===== src/rtl/settings_menu_ctrl_pkg.sv =====
// Shared constants and types for the colour-theme settings screen.
//   - button bit indices, tile encodings, direction codes
//   - theme palette as packed {trim, bkg} pairs and its lookup function
//   - default auto-repeat timing
package menu_pkg;

    localparam int unsigned BTN_W   = 8;
    localparam int unsigned TILE_W  = 2;
    localparam int unsigned COLOR_W = 12;

    localparam int unsigned BTN_UP    = 0;
    localparam int unsigned BTN_DOWN  = 1;
    localparam int unsigned BTN_LEFT  = 2;
    localparam int unsigned BTN_RIGHT = 3;
    localparam int unsigned BTN_A     = 4;
    localparam int unsigned BTN_B     = 5;
    localparam int unsigned BTN_START = 6;
    localparam int unsigned BTN_SEL   = 7;

    localparam logic [TILE_W-1:0] TILE_A = 2'b00;
    localparam logic [TILE_W-1:0] TILE_B = 2'b01;
    localparam logic [TILE_W-1:0] TILE_C = 2'b10;
    localparam logic [TILE_W-1:0] TILE_D = 2'b11;

    // Direction codes double as the button bit index of that direction.
    localparam logic [1:0] DIR_UP    = 2'd0;
    localparam logic [1:0] DIR_DOWN  = 2'd1;
    localparam logic [1:0] DIR_LEFT  = 2'd2;
    localparam logic [1:0] DIR_RIGHT = 2'd3;

    localparam int unsigned REPEAT_DELAY_DEF = 20;
    localparam int unsigned REPEAT_RATE_DEF  = 6;

    typedef struct packed {
        logic [COLOR_W-1:0] trim;
        logic [COLOR_W-1:0] bkg;
    } theme_t;

    localparam theme_t THEME_A = 24'h000FFF;
    localparam theme_t THEME_B = 24'hFFF000;
    localparam theme_t THEME_C = 24'h0F0020;
    localparam theme_t THEME_D = 24'hFA0310;

    function automatic theme_t theme_lookup(input logic [TILE_W-1:0] tile);
        case (tile)
            TILE_A:  return THEME_A;
            TILE_B:  return THEME_B;
            TILE_C:  return THEME_C;
            default: return THEME_D;
        endcase
    endfunction

    // Priority up > down > left > right over a 4-bit direction vector.
    function automatic logic [1:0] prio_dir(input logic [3:0] v);
        if (v[BTN_UP])        return DIR_UP;
        else if (v[BTN_DOWN]) return DIR_DOWN;
        else if (v[BTN_LEFT]) return DIR_LEFT;
        else                  return DIR_RIGHT;
    endfunction

endpackage


===== src/rtl/settings_menu_ctrl_if.sv =====
// Controller/renderer-facing signal bundle of the settings screen.
//   slave  : the controller (samples buttons/screenEnd/fsm_en, drives cursor/theme/done)
//   master : the environment driving the inputs and consuming the outputs
interface settings_menu_ctrl_if;
    import menu_pkg::*;

    logic [BTN_W-1:0]   buttons;
    logic               screenEnd;
    logic               fsm_en;
    logic [TILE_W-1:0]  sel;
    logic [TILE_W-1:0]  chc;
    logic [COLOR_W-1:0] color0;
    logic [COLOR_W-1:0] color1;
    logic               done;

    modport slave (
        input  buttons, screenEnd, fsm_en,
        output sel, chc, color0, color1, done
    );

    modport master (
        output buttons, screenEnd, fsm_en,
        input  sel, chc, color0, color1, done
    );

endinterface


===== src/rtl/settings_menu_ctrl_frame_button_repeat.sv =====
// Per-frame button edge detection and direction auto-repeat.
//   in : clk25, reset, fsm_en, tick (frame strobe), buttons
//   out: press_c   press edges this tick (zero off-tick)
//        dir_evt_c direction event this tick (press edge or repeat fire)
//        dir_c     direction of that event
module frame_button_repeat
    import menu_pkg::*;
#(
    parameter int unsigned REPEAT_DELAY = REPEAT_DELAY_DEF,
    parameter int unsigned REPEAT_RATE  = REPEAT_RATE_DEF
) (
    input  logic             clk25,
    input  logic             reset,
    input  logic             fsm_en,
    input  logic             tick,
    input  logic [BTN_W-1:0] buttons,
    output logic [BTN_W-1:0] press_c,
    output logic             dir_evt_c,
    output logic [1:0]       dir_c
);

    localparam int unsigned CNT_W  = $clog2(REPEAT_DELAY + 1);
    // After a fire the counter restarts here so the next fire lands REPEAT_RATE ticks later;
    // the counter therefore never exceeds REPEAT_DELAY.
    localparam int unsigned RELOAD = (REPEAT_RATE < REPEAT_DELAY) ? (REPEAT_DELAY - REPEAT_RATE) : 0;

    logic [BTN_W-1:0] prev;
    logic [CNT_W-1:0] cnt;
    logic [1:0]       trk_dir;
    logic             trk_vld;

    logic [BTN_W-1:0] edge_c;
    logic [3:0]       dir_edge_c;
    logic             held_any_c;
    logic [1:0]       held_dir_c;
    logic             same_dir_c;
    logic [CNT_W-1:0] cnt_inc_c;
    logic             fire_c;

    // Edge detect, priority encode and repeat fire decision.
    always_comb begin
        edge_c     = buttons & ~prev;
        dir_edge_c = edge_c[3:0];
        held_any_c = |buttons[3:0];
        held_dir_c = prio_dir(buttons[3:0]);
        same_dir_c = trk_vld && (trk_dir == held_dir_c) && !dir_edge_c[held_dir_c];
        cnt_inc_c  = cnt + CNT_W'(1);
        fire_c     = held_any_c && same_dir_c && (cnt_inc_c == CNT_W'(REPEAT_DELAY));
        press_c    = tick ? edge_c : '0;
        dir_evt_c  = tick && ((|dir_edge_c) || fire_c);
        dir_c      = (|dir_edge_c) ? prio_dir(dir_edge_c) : held_dir_c;
    end

    // prev forced high while disabled so an already-held button is not a press.
    always_ff @(posedge clk25 or posedge reset) begin
        if (reset) begin
            prev    <= '1;
            cnt     <= '0;
            trk_dir <= DIR_UP;
            trk_vld <= 1'b0;
        end else if (!fsm_en) begin
            prev    <= '1;
            cnt     <= '0;
            trk_vld <= 1'b0;
        end else if (tick) begin
            prev <= buttons;
            if (!held_any_c) begin
                cnt     <= '0;
                trk_vld <= 1'b0;
            end else if (!same_dir_c) begin
                cnt     <= '0;
                trk_dir <= held_dir_c;
                trk_vld <= 1'b1;
            end else if (fire_c) begin
                cnt <= CNT_W'(RELOAD);
            end else begin
                cnt <= cnt_inc_c;
            end
        end
    end

endmodule


===== src/rtl/settings_menu_ctrl.sv =====
// Frame-synchronous 2x2 colour-theme selection controller.
//   in : clk25, reset (async, active-high)
//   bus: buttons, screenEnd, fsm_en -> sel, chc, color0 (trim), color1 (bkg), done
module settings_menu_ctrl
    import menu_pkg::*;
#(
    parameter int unsigned REPEAT_DELAY = REPEAT_DELAY_DEF,
    parameter int unsigned REPEAT_RATE  = REPEAT_RATE_DEF
) (
    input  logic                clk25,
    input  logic                reset,
    settings_menu_ctrl_if.slave bus
);

    logic             tick_c;
    logic [BTN_W-1:0] press_c;
    logic             dir_evt_c;
    logic [1:0]       dir_c;
    logic [5:0]       press_unused_c;

    logic [TILE_W-1:0] sel_q,   sel_nxt;
    logic [TILE_W-1:0] chc_q,   chc_nxt;
    theme_t            theme_q, theme_nxt;
    logic              done_q,  done_nxt;

    assign tick_c         = bus.screenEnd & bus.fsm_en;
    assign press_unused_c = {press_c[BTN_SEL], press_c[BTN_START], press_c[3:0]};

    frame_button_repeat #(
        .REPEAT_DELAY (REPEAT_DELAY),
        .REPEAT_RATE  (REPEAT_RATE)
    ) u_rep (
        .clk25     (clk25),
        .reset     (reset),
        .fsm_en    (bus.fsm_en),
        .tick      (tick_c),
        .buttons   (bus.buttons),
        .press_c   (press_c),
        .dir_evt_c (dir_evt_c),
        .dir_c     (dir_c)
    );

    // One action per tick: back > confirm > cursor move (clamped, no wrap).
    always_comb begin
        sel_nxt   = sel_q;
        chc_nxt   = chc_q;
        theme_nxt = theme_q;
        done_nxt  = 1'b0;
        if (tick_c) begin
            if (press_c[BTN_B]) begin
                done_nxt = 1'b1;
            end else if (press_c[BTN_A]) begin
                chc_nxt   = sel_q;
                theme_nxt = theme_lookup(sel_q);
            end else if (dir_evt_c) begin
                case (dir_c)
                    DIR_UP:    sel_nxt[1] = 1'b0;
                    DIR_DOWN:  sel_nxt[1] = 1'b1;
                    DIR_LEFT:  sel_nxt[0] = 1'b0;
                    default:   sel_nxt[0] = 1'b1;
                endcase
            end
        end
    end

    always_ff @(posedge clk25 or posedge reset) begin
        if (reset) begin
            sel_q   <= TILE_A;
            chc_q   <= TILE_A;
            theme_q <= THEME_A;
            done_q  <= 1'b0;
        end else begin
            sel_q   <= sel_nxt;
            chc_q   <= chc_nxt;
            theme_q <= theme_nxt;
            done_q  <= done_nxt;
        end
    end

    assign bus.sel    = sel_q;
    assign bus.chc    = chc_q;
    assign bus.color0 = theme_q.trim;
    assign bus.color1 = theme_q.bkg;
    assign bus.done   = done_q;

endmodule


===== src/flat_wrapper.sv =====
// flat-port wrapper written by rule: the top's interface ports become plain ports
module settings_menu_ctrl_flat import menu_pkg::*;
#(
    parameter int unsigned REPEAT_DELAY = REPEAT_DELAY_DEF,
    parameter int unsigned REPEAT_RATE  = REPEAT_RATE_DEF
)
  (clk25, reset, bus_buttons, bus_screenEnd, bus_fsm_en, bus_sel, bus_chc, bus_color0, bus_color1, bus_done);
  settings_menu_ctrl_if bus_i ();
  input  logic clk25;
  input  logic reset;
  input wire logic [$bits(bus_i.buttons)-1:0] bus_buttons;
  input wire logic [$bits(bus_i.screenEnd)-1:0] bus_screenEnd;
  input wire logic [$bits(bus_i.fsm_en)-1:0] bus_fsm_en;
  output wire logic [$bits(bus_i.sel)-1:0] bus_sel;
  output wire logic [$bits(bus_i.chc)-1:0] bus_chc;
  output wire logic [$bits(bus_i.color0)-1:0] bus_color0;
  output wire logic [$bits(bus_i.color1)-1:0] bus_color1;
  output wire logic [$bits(bus_i.done)-1:0] bus_done;
  assign bus_i.buttons = bus_buttons;
  assign bus_i.screenEnd = bus_screenEnd;
  assign bus_i.fsm_en = bus_fsm_en;
  assign bus_sel = bus_i.sel;
  assign bus_chc = bus_i.chc;
  assign bus_color0 = bus_i.color0;
  assign bus_color1 = bus_i.color1;
  assign bus_done = bus_i.done;
  settings_menu_ctrl #(.REPEAT_DELAY(REPEAT_DELAY), .REPEAT_RATE(REPEAT_RATE)) u_core (.clk25(clk25), .reset(reset), .bus(bus_i));
endmodule

===== config.mk =====
export PLATFORM = sky130hd
export DESIGN_NAME = settings_menu_ctrl_flat
export DESIGN_NICKNAME = d
export VERILOG_FILES = /design/src/rtl/settings_menu_ctrl_pkg.sv /design/src/rtl/settings_menu_ctrl_if.sv /design/src/rtl/settings_menu_ctrl_frame_button_repeat.sv /design/src/rtl/settings_menu_ctrl.sv /design/src/flat_wrapper.sv
export SDC_FILE = /design/constraint.sdc
export NUM_CORES = 1
export LEC_CHECK = 0
export BUFFER_PORTS_ARGS = -buffer_cell sky130_fd_sc_hd__buf_2
export CAP_MARGIN = 0
export CORE_ASPECT_RATIO = 1.5
export CORE_MARGIN = 5
export CORE_UTILIZATION = 50
export DETAILED_ROUTE_END_ITERATION = 16
export PLACE_DENSITY_LB_ADDON = 0.3
export SYNTH_ARGS = -nofsm -noshare
export SYNTH_HDL_FRONTEND = slang
export SYNTH_SLANG_ARGS = --single-unit

===== constraint.sdc =====
create_clock -name clk25 -period 2.2 [get_ports clk25]
set_input_delay 0.33 -clock clk25 [delete_from_list [all_inputs] [get_ports clk25]]
set_output_delay 0.33 -clock clk25 [all_outputs]
set_load 0.05 [all_outputs]

======== Word level (Yosys, flattened, before mapping) ========
Cells that the tools add are included.
storage, ports and cells
  bits in registers ....................... 43
  logic and storage cells ................. 71
  bits of input ports ..................... 12
  output and inout bits ................... 29
cells by class
  bitwise gates (word level) .............. 7
  mux-type cells .......................... 26
  $lt $le $gt $ge ......................... 1
  add/subtract/negate cells ............... 1
  equal/unequal tests ..................... 8
  reduce and logical (&&, ||, !) cells .... 18
operators by type and width
  kind                   number
  $pmux W24 S3           1
  $mux W5                5
  $mux W6                3
  $mux W2                5
  $reduce_and A5 Y1      2
  $mux W1                9
  $reduce_or A4 Y1       2
  $and A6 B6 Y6          1
  $not A6 Y6             1
  $add A5 B1 Y5 const B  1
  $eq A5 B5 Y1 const B   1
  $logic_and A1 B1 Y1    5
  $eq A2 B1 Y1 const B   2
  $eq A2 B2 Y1 const B   2
  $logic_not A2 Y1       2
  $not A1 Y1             4
  $pmux W1 S2            2
  $reduce_and A4 Y1      1
  $lt A2 B3 Y1 const B   1
  $ne A3 B3 Y1 const B   1
  $reduce_and A3 Y1      1
  $bmux W1 S2            1
  $eq A2 B2 Y1           1
  $ne A2 B1 Y1 const B   1
  other kinds (6)        6

======== Depth between registers and ports, before layout ========
  depth after elaboration ................. 14
  gate-level depth with buffers ........... 7
  mapped depth without buffers ............ 7

======== By module ========
From an unflattened synthesis, not the netlist that was laid out.
unflattened totals
  cells, all modules ...................... 186
  area total of the unflattened synthesis .. 1,804.2 um2
by module, submodules not included
  module               area each (um2)  times used  seq. area each (um2)  cells each
  frame_button_repeat  1,118.6          1           410.4                 122
  settings_menu_ctrl   685.7            1           304.0                 64

======== Least setup slack after synthesis ========
No wires, ideal clock.
  kind .................................... reg-to-reg
  from .................................... reg u_core.u_rep.cnt[0]
  to ...................................... reg u_core.sel_q[0] (netlist: u_core.bus.sel[0])
  arrival ................................. 1.799 ns
  setup time .............................. 0.125 ns
  path buffers ............................ 0
  slack ................................... 0.276 ns
  cell stages (with the launch flop) ...... 8
  cells stage by stage .................... dfrtp_1 -> ha_1 -> xor2_1 -> o2111ai_1 -> a2111oi_2 -> a41oi_1 -> nor2b_1 -> mux2_2
between the ends
  word-level cells in the longest chain between the ends .. 6
ends and longest elaborated chain
  item                         line                                          source
  from (decl)                  settings_menu_ctrl_frame_button_repeat.sv:28  logic [CNT_W-1:0] cnt;
  from (signal assigned)       settings_menu_ctrl_frame_button_repeat.sv:75  cnt <= CNT_W'(RELOAD);
  from (signal assigned)       settings_menu_ctrl_frame_button_repeat.sv:77  cnt <= cnt_inc_c;
  $add A5 B1 Y5                settings_menu_ctrl_frame_button_repeat.sv:47  cnt_inc_c = cnt + CNT_W'(1);
  $eq A5 B5 Y1                 settings_menu_ctrl_frame_button_repeat.sv:48  fire_c = held_any_c && same_dir_c && (cnt_inc_c == CNT_W'(REPEAT_DELAY));
  $logic_and A1 B1 Y1          settings_menu_ctrl_frame_button_repeat.sv:48
  $logic_or A1 B1 Y1           settings_menu_ctrl_frame_button_repeat.sv:50  dir_evt_c = tick && ((|dir_edge_c) || fire_c);
  $logic_and A1 B1 Y1          settings_menu_ctrl_frame_button_repeat.sv:50
  $reduce_and A5 Y1 (no line)  --
  to (signal assigned)         settings_menu_ctrl.sv:73                      sel_q <= sel_nxt;
  to (decl)                    settings_menu_ctrl.sv:21                      logic [TILE_W-1:0] sel_q, sel_nxt;
Every way passes these cells.
A chain may end at the register's enable or synchronous reset.

======== Worst setup path after layout ========
  from .................................... reg u_core.u_rep.cnt[1]
  to ...................................... reg u_core.sel_q[0] (netlist: u_core.bus.sel[0])
Same word-level chain as after synthesis.

==> impl_metrics.csv <==
group,metric,value,unit
run_status,status,"finished, final reports clean",
finish,num_antenna_cells,0,
route,wl_per_cell,14.0,um
placed_design,place_area,1720,sq um
sta,min_period_over_period,98.4,%
clock_tree,root_buffer,"clkbuf_8",
worst_setup_path,rr_startpoint,"u_core.u_rep.cnt[1]$_DFFE_PP0P_",
finish,final_area,1850,sq um
logic_synthesis,synth-seq-cells,26,
logic_synthesis,syn-cell-area,1590,sq um
clock_tree,postCtsHoldBufs,0,
floorplanning,initial_core_util,51.4,%
logic_synthesis,syn_inst,165,
floorplanning,die-area,4430,sq um
floorplanning,die_y,79.1,um
global_routing,grt_first_pass_wirelength,5.29,mm
clock_tree,clk_latency,270,ps
sta,hold_viol,0,
placed_design,portBuffers,38,
sta,rsz0062_at_grt,"true",
clock_tree,clk_path_buf_depth,2,
logic_synthesis,yosys.cell_types.count,39,
global_routing,grt_max_degree,16,
placed_design,dp_hpwl,2.54,mm
sta,skew,4.80,ps
clock_tree,cts_buffers,3,
sta,period_minus_slack,2170,ps
worst_setup_path,critPathArrivalTime,2320,ps
sta,slew_violations,0,
sta,tightest_slew,489,ps
route,vias,1276,
clock_tree,clkTransAtPathRegs,90,ps
logic_synthesis,yosysWarnings,0,
global_routing,grt_usage,14.8,%
logic_synthesis,syn_avg_cell_area,9.64,sq um
route,ant_nets,0,
logic_synthesis,async_reset_ff_share,100,%
floorplanning,die_x,56.0,um
worst_setup_path,endpoint_kind,"flop",
placed_design,place.gp.congestion,0.900,
worst_setup_path,cp.required,2360,ps
worst_setup_path,critPathLaunchType,"flop",
floorplanning,pin_count,41,
power_and_ir_drop,power_density,1220,nW/um^2
worst_setup_path,cp_max_fo,4,
logic_synthesis,synth-edff-count,0,
finish,final_util,59.9,%
worst_setup_path,startpoint,"u_core.u_rep.cnt[1]$_DFFE_PP0P_",
power_and_ir_drop,cellLeakagePower,0.000891,uW
route,drtIter0Drc,33,
sta,setup_viol,0,
flow_run,maxCapViolations,0,
clock_tree,cts_num_sinks,26,
logic_synthesis,syn_nets,184,
route,routed_via_density,5.45,
finish,syn_to_final_growth,16.6,%
worst_setup_path,crit_type,"flop to flop",
route,dr.pass1.iters,5,
global_routing,overflow,0,
sta,fmax,462,MHz
global_routing,grt_pass1_vias,1231,
clock_tree,cts_max_level,1,
logic_synthesis,yosysSeqAreaShare,41.6,%
sta,slew_headroom,67.2,%
route,wl,3.27,mm
clock_tree,cts_tree,"built",
floorplanning,core_area,3100,sq um
floorplanning,fp-row-count,25,
route,drc,0,
finish,layout.nets,214,
worst_setup_path,path_cells,"ha_4, xor2_1, o2111ai_2, a2111oi_2, a41oi_2, nor2b_1, mux2_4",
worst_setup_path,max_stage_delay,450,ps
worst_setup_path,cpMaxStageDelayCell,"dfrtp_1",
hold_path,min-delay-path-class,"input port to async pin",
finish,post_route_cells_drive_above_1_share,39.2,%
power_and_ir_drop,irDropWorstVdd,0.000921,V
global_routing,antenna_found_initial,0,
logic_synthesis,ys.flop_type,"dfrtp_1",
==> placed cells by master, fill, tap and decap left out, drive strengths merged, types with 7 or more instances in the layout <==
master   n
dfstp    9
mux2i    7
ha       7
nand2   21
buf     47
mux2     8
dfrtp   17
nor2    14
==> worst max-delay path: cells and delay by family, from the launching register on <==
| kind | cells | cell delay, ps |
|---|---|---|
| DFF | 1 | 450 |
| xor gates and xnor gates | 1 | 150 |
| adders and majority gates | 1 | 200 |
| AOI/OAI and AO/OA | 3 | 760 |
| muxes | 1 | 310 |
| and+or+nand+nor | 1 | 180 |
==> worst paths after layout <==
path / cells past startpoint / endpoint / slack, ps
worst max-delay path: 7 / u_core.bus.sel[0]$_DFFE_PP0P_ / 30
worst max register to register: 7 / u_core.bus.sel[0]$_DFFE_PP0P_ / 30
worst min-delay path: 2 / u_core.u_rep.cnt[4]$_DFFE_PP0P_ / 50
min in group clk25: 3 / u_core.u_rep.prev[4]$_DFFE_PP1P_ / 300
max in group asynchronous: 3 / u_core.bus.color1[9]$_DFFE_PP1P_ / 1520
worst min register to register: 2 / u_core.bus.color1[9]$_DFFE_PP1P_ / 480
==> area by class of cell <==
type | count | area, sq um
clock buffer | 3 | 41.3
timing repair buffer | 47 | 258
multi-input combinational | 111 | 790
inverter | 6 | 22.5
sequential | 26 | 663
tap | 40 | 50.0
fill | 262 | 1240
clock inverter | 1 | 30.0
==> per-layer routing <==
metal / global-route usage, % / wire length [um] / share of wire, %
met1: 15.0 / 1240 / 38
met2: 27.5 / 1730 / 53
met3: 3.58 / 241 / 7.4
met4: 7.60 / 61 / 1.9
met5: 0 / 0 / 0
==> state kept, by name, summed over array words and instances, names as in the netlist <==
register	count
u_core.u_rep.trk_vld	1
u_core.bus.color0	4
u_core.bus.sel	2
u_core.bus.chc	2
u_core.bus.color1	3
u_core.u_rep.cnt	5
u_core.u_rep.prev	6
u_core.u_rep.trk_dir	2
u_core.bus.done	1
==> cell usage after synthesis, types with 2 or more instances <==
library cell,count,share of area [%]
a21oi_1,5,1.6
a41oi_1,3,1.7
buf_2,2,0.63
buf_4,18,8.5
dfrtp_1,17,27
dfstp_2,9,15
ha_1,7,5.5
inv_1,6,1.4
mux2_2,8,5.7
mux2i_1,7,4.4
nand2_1,21,5.0
nand2b_1,6,2.4
nand3_1,6,1.9
nor2_1,14,3.3
nor2b_1,6,2.4
nor4_1,2,0.79
o2111ai_1,2,1.1
o21a_1,3,1.4
o21ai_0,2,0.63
o31ai_1,2,0.94
==> through the flow <==
stage | instances | setup TNS (ps) | power [uW] | hold WS (ps) | setup WS (ps)
6_report | 234 | 0 | 2260 | 49.6 | 34.9
4_1_cts | 230 | 0 | 2270 | 59.6 | 44.6
2_1_floorplan | 165 | 0 | 1780 | 363 | 276
3_3_place_gp | 226 | 0 | 1860 | 364 | 150
5_1_grt | 234 | -39.9 | 2360 | 83.7 | -27.1
3_5_place_dp | 226 | 0 | 1880 | 362 | 93.4
==> what timing repair did <==
| item | in CTS | in global routing |
|---|---|---|
| setup endpoints to repair | 0 | 3 |
| setup buffers | 0 | 4 |
| gates resized for setup | 0 | 6 |
==> power by group <==
part | total [uW] | switching, uW | internal [uW]
Sequential | 670 | 78.6 | 591
Combinational | 1190 | 933 | 259
Clock | 393 | 150 | 243
Total | 2260 | 1160 | 1090
==> logic make-up after synthesis <==
family | after synthesis | synth area share [%]
adders and majority gates | 7 | 5.51
AOI/OAI and AO/OA | 27 | 12.9
xor gates and xnor gates | 1 | 0.551
buffers and inverters | 28 | 11.0
muxes | 15 | 10.1
DFF | 26 | 41.6
and+or+nand+nor | 61 | 18.3
No activity file was read; power rests on OpenSTA's default activity.
